**config.mk**
```make
export PLATFORM = sky130hd
export DESIGN_NAME = clk_gen_ctrl
export DESIGN_NICKNAME = d
export VERILOG_FILES = /design/src/rtl/clk_gen_ctrl.sv
export SDC_FILE = /design/constraint.sdc
export NUM_CORES = 1
export LEC_CHECK = 0
export ABC_AREA = 1
export CAP_MARGIN = 20
export CORE_UTILIZATION = 50
export DETAILED_ROUTE_END_ITERATION = 12
export PLACE_DENSITY = 0.72
export SYNTH_ARGS = -nofsm -noshare
export SYNTH_HDL_FRONTEND = slang
export SYNTH_SLANG_ARGS = --single-unit
```
**constraint.sdc**
```tcl
create_clock -name clk -period 2.1 [get_ports clk]
set_clock_uncertainty 0.05 [all_clocks]
set_input_delay 0.42 -clock clk [delete_from_list [all_inputs] [get_ports clk]]
set_output_delay 0.42 -clock clk [all_outputs]
set_load 0.01 [all_outputs]
```
**src/rtl/clk_gen_ctrl.sv**
```systemverilog
//==============================================================================
// Module : clk_gen_ctrl
// Brief  : Programmable clock generator, f_out = f_clk / (2 * half-period),
//          with whole-period start/stop and glitch-free divisor swap.
//          Optional period counter: CLK_GEN_CTRL_PERIOD_CNT_EN.
// Rev    : 1.0 - initial release
//==============================================================================
`default_nettype none

module clk_gen_ctrl #(
   parameter int DIV_W = 16
`ifdef CLK_GEN_CTRL_PERIOD_CNT_EN
   ,
   parameter int CNT_W = 32
`endif
) (
   input  logic             clk,
   input  logic             rst_n,
   input  logic             run,
   input  logic             cfg_valid,
   input  logic [DIV_W-1:0] cfg_half,
   output logic             cfg_ready,
   output logic             clk_out,
   output logic             active,
   output logic             rise_pulse,
   output logic             fall_pulse
`ifdef CLK_GEN_CTRL_PERIOD_CNT_EN
   ,
   output logic [CNT_W-1:0] period_cnt
`endif
);

   typedef enum logic [1:0] {
      S_IDLE = 2'd0,
      S_RUN  = 2'd1,
      S_STOP = 2'd2
   } state_t;

   localparam logic [DIV_W-1:0] ONE = {{(DIV_W-1){1'b0}}, 1'b1};

   state_t           state, state_nx;
   logic [DIV_W-1:0] cnt, cnt_nx;
   logic [DIV_W-1:0] cur_half, cur_nx;
   logic [DIV_W-1:0] pend_half, pend_h_nx;
   logic             pend_valid, pend_v_nx;
   logic             clk_nx, rise_nx, fall_nx;
   logic             accept, wrap;
   logic [DIV_W-1:0] cfg_clamped;

   assign cfg_ready   = !pend_valid;
   assign active      = (state != S_IDLE);
   assign accept      = cfg_valid && !pend_valid;
   assign cfg_clamped = (cfg_half == '0) ? ONE : cfg_half;
   assign wrap        = (cnt == cur_half - ONE);

   always_comb begin
      state_nx  = state;
      cnt_nx    = cnt;
      cur_nx    = cur_half;
      pend_h_nx = pend_half;
      pend_v_nx = pend_valid;
      clk_nx    = clk_out;
      rise_nx   = 1'b0;
      fall_nx   = 1'b0;
      case (state)
         S_IDLE: begin
            cnt_nx = '0;
            clk_nx = 1'b0;
            if (pend_valid) begin
               cur_nx    = pend_half;
               pend_v_nx = 1'b0;
            end
            if (run) begin
               state_nx = S_RUN;
               // A config arriving with the start goes straight in, ahead of the first rise.
               if (accept) cur_nx = cfg_clamped;
            end else if (accept) begin
               pend_h_nx = cfg_clamped;
               pend_v_nx = 1'b1;
            end
         end
         S_RUN, S_STOP: begin
            if (wrap) begin
               cnt_nx = '0;
               clk_nx = !clk_out;
               if (!clk_out) begin
                  rise_nx = 1'b1;
               end else begin
                  fall_nx = 1'b1;
                  if (pend_valid) begin
                     cur_nx    = pend_half;
                     pend_v_nx = 1'b0;
                  end
               end
            end else begin
               cnt_nx = cnt + ONE;
            end
            if (run)
               state_nx = S_RUN;
            else if (state == S_STOP && wrap && clk_out)
               state_nx = S_IDLE;
            else
               state_nx = S_STOP;
            if (accept) begin
               pend_h_nx = cfg_clamped;
               pend_v_nx = 1'b1;
            end
         end
         default: begin
            state_nx = S_IDLE;
            cnt_nx   = '0;
            clk_nx   = 1'b0;
         end
      endcase
   end

   always_ff @(posedge clk or negedge rst_n) begin
      if (!rst_n) begin
         state      <= S_IDLE;
         cnt        <= '0;
         cur_half   <= ONE;
         pend_half  <= ONE;
         pend_valid <= 1'b0;
         clk_out    <= 1'b0;
         rise_pulse <= 1'b0;
         fall_pulse <= 1'b0;
      end else begin
         state      <= state_nx;
         cnt        <= cnt_nx;
         cur_half   <= cur_nx;
         pend_half  <= pend_h_nx;
         pend_valid <= pend_v_nx;
         clk_out    <= clk_nx;
         rise_pulse <= rise_nx;
         fall_pulse <= fall_nx;
      end
   end

`ifdef CLK_GEN_CTRL_PERIOD_CNT_EN
   always_ff @(posedge clk or negedge rst_n) begin
      if (!rst_n)
         period_cnt <= '0;
      else if (state == S_IDLE && run)
         period_cnt <= '0;
      else if (state != S_IDLE && wrap && clk_out)
         period_cnt <= period_cnt + 1'b1;
   end
`endif

endmodule

`default_nettype wire

```
==> flow_summary.yaml <==
run_status:
  status: "complete, but fails checks"
  violations: "negative setup slack"
logic_synthesis:
  synth_enable_flop_cells: 0
  yosys_warnings: 0
  post-synth-top-count-cell: "nand2_1"
  yosysTopAreaCell: "dfrtp_1"
  synthArstFlopShare: 1.000
  synth_seq_cells: 54
  synth_commonest_cells: "169 x nand2_1, 52 x dfrtp_1, 50 x nor2_1"
  ys_top_cells_by_area: "dfrtp_1 38%, nand2_1 19%, nor2_1 5.5%"
  ys_types: 31
  syn_area_per_cell_um2: 7.137
  synth-main-ff-cell: "dfrtp_1"
  syn_inst: 477
  synth_area_um2: 3405
  synth.top_cell.area_share: 0.3822
  ys_seq_area_frac: 0.3976
  synth_nets: 502
die:
  die_area_um2: 7143
  coreArea_um2: 6459
  initial_core_util: 0.5271
  io_pins: 25
  die_w_um: 84.52
  die_y_um: 84.52
  core.rowCount: 29
global_routing:
  grt_pass1_vias: 2957
  grt_pass1_wl_mm: 13.25
  grt_usage: 0.2331
  antenna_found_initial: 0
  grt_max_degree: 33
  grt_overflow: 0
clocking:
  cts_hold_buf: 0
  clockBufferDepth: 2
  clkSinkCount: 54
  cts_tree: "done"
  cts_buffers: 5
  clockRootBuffer: "clkbuf_8"
  clk-insertion-delay-late_ns: 0.32
  clk_pin_slew_ns: 0.11
  htreeDepth: 2
setup_path:
  arrival_ns: 2.43
  slowest_delay_ns: 0.47
  crit_slowest_cell: "dfrtp_1"
  crit_top_cell: "nand2_1"
  cp_cell_sequence: "nor2_1, nand2_1, nor2_4, nand2_1, xor2_1, clkinv_1, nor2_1, buf_4, nand2_2, nand2_4, nand2_8, clkbuf_16, nand2_1, o21ai_2"
  crit_buf_inv: 3
  endpoint_kind: "flip-flop"
  crit_type: "reg -> reg"
  startpoint_type: "flip-flop"
  cp.required_ns: 2.28
  timing.rr.start: "cur_half[4]$_DFFE_PN0P_"
  critPathLaunch: "cur_half[4]$_DFFE_PN0P_"
  crit_fanout: 6
  crit_family: "simple AND/OR/NAND/NOR gates"
route:
  drt_iter0_drc: 178
  firstDrtPassIters: 5
  ant_nets: 0
  wire_per_inst_um: 13.24
  wirelength_mm: 8.118
  via_count: 3126
  avgViaCountPerCell: 5.100
  drc: 0
timing:
  hold_viol_final: 0
  hold-worst-slack_ns: 0.02032
  slew_viol_final: 0
  final-setup-viol-count: 35
  fin_ws_ns: -0.1565
  worst_pin_slew_ns: 0.5484
  post-route-min-period_ns: 2.256
  finalSetupTns_ns: -3.868
  max_freq_mhz: 443.2
  min_period_over_period: 1.075
  grt_setup_unrepaired: "yes"
  relSlewSlack: 0.6344
cells_and_area:
  area_delta_synth_final_pct: 28.15
  final_nets: 560
  drive_gt1_frac: 0.2425
  multi_input_area_um2: 1941
  fillerInstances: 557
  post-route-util: 0.6755
  num_antenna_cells: 0
  ff_latch_area_um2: 1355
run:
  drv_cap: 0
place:
  place_worst_setup_slack_ns: -0.1594
  hpwl_mm: 5.763
  globalplace.congestion: 0.8594
  io_buffers: 24
power:
  swShare: 0.4617
  power.density_nw_per_um2: 1611
  p_int_w: 0.003784
  p_leak_nw: 2.141
  ir_drop_v: 0.0009681
  p_seq_frac: 0.250
  p_clk_frac: 0.091
  comb_power_share: 0.659
  p_sw_w: 0.003246
min_path:
  hp-class: "in -> async"
-- cells by family after synthesis --
kind of cell / count (synthesis) / share of synthesized area
compound gates: 53 / 0.1018
buf+inv: 68 / 0.08416
flops: 54 / 0.3976
fa+ha+maj: 5 / 0.01838
simple gates: 277 / 0.3466
xor+xnor: 20 / 0.05145
-- power groups by stage --
stage | Sequential [W] | Clock, W | Combinational, W
2_1_floorplan | 0.00168 | 0 | 0.00251
3_3_place_gp | 0.00172 | 0 | 0.00343
3_5_place_dp | 0.00173 | 0 | 0.00354
4_1_cts | 0.00172 | 0.000654 | 0.00407
5_1_grt | 0.00180 | 0.000702 | 0.00510
6_report | 0.00176 | 0.000643 | 0.00463
-- final timing paths --
path	slack [ns]	depth (start not counted)	endpoint
max in group asynchronous	1.26	2	cur_half[14]$_DFFE_PN0P_
worst max-delay path	-0.16	14	cur_half[7]$_DFFE_PN0P_
worst min-delay path	0.02	1	cnt[1]$_DFF_PN0_
worst max register to register	-0.16	14	cur_half[7]$_DFFE_PN0P_
worst min register to register	0.43	2	pend_half[5]$_DFFE_PN0P_
min in group clk	0.43	2	pend_half[5]$_DFFE_PN0P_
-- layout by cell type, fill, tap and decap left out, types with 3 or more instances in the layout --
cell type,instances
o21ai_0,26
nor2_2,16
nand2_1,155
nand3_1,23
nor2_4,3
o211ai_1,6
inv_2,7
dfrtp_1,51
nor3_2,3
ha_1,3
buf_6,4
xor2_1,10
nand2_2,12
xnor2_1,10
nor4_1,6
inv_1,44
nor2_1,37
clkdlybuf4s50_1,23
o21ai_2,16
buf_4,30
buf_12,4
clkbuf_8,5
nand2_4,11
nand4_1,4
-- metrics by stage --
step | instances | power (W) | cell area [um^2]
after floorplan | 477 | 0.004197 | 3405
after global placement | 596 | 0.005159 | 3930
after detailed placement | 596 | 0.005271 | 3930
after CTS | 610 | 0.006442 | 4177
after global routing | 613 | 0.007602 | 4363
final | 613 | 0.007030 | 4363
-- per-layer routing --
metal | wire length, um | share of wire | global-route usage | vias to the layer above
li1 | - | - | - | 1613
met5 | 0 | 0 | 0 | -
met2 | 3910 | 0.48 | 0.3843 | 48
met4 | 91 | 0.011 | 0.06626 | 0
met3 | 195 | 0.024 | 0.03835 | 9
met1 | 3921 | 0.48 | 0.3189 | 1456
-- registers in the layout, summed over array words and instances, names as in the netlist --
| register | cells |
|---|---|
| fall_pulse | 1 |
| cur_half | 16 |
| rise_pulse | 1 |
| clk_out | 1 |
| state | 2 |
| pend_valid | 1 |
| cnt | 16 |
| pend_half | 16 |
-- worst register-to-register path: stages (launching register included) --
cell and delay [ns]:
dfrtp_1 0.47, nor2_1 0.20, nand2_1 0.13, nor2_4 0.16, nand2_1 0.08, xor2_1 0.17, clkinv_1 0.08, nor2_1 0.10
buf_4 0.14, nand2_2 0.07, nand2_4 0.11, nand2_8 0.09, clkbuf_16 0.18, nand2_1 0.07, o21ai_2 0.05
-- cell type report --
cell class | instances | share of cell area
timing repair buffer | 65 | 0.1520
sequential | 54 | 0.3106
multi-input combinational | 355 | 0.4448
tap | 77 | 0.02208
clock inverter | 3 | 0.006596
clock buffer | 5 | 0.01577
inverter | 54 | 0.04818
-- timing repair --
action,4_1_cts,5_1_grt
endpoints found under the hold margin,0,0
resized for setup,21,39
cloned,1,2
setup buffers,5,1
setup endpoints to repair,38,38
pin swaps,7,7
Note: power is estimated with default switching activity, not from simulation.
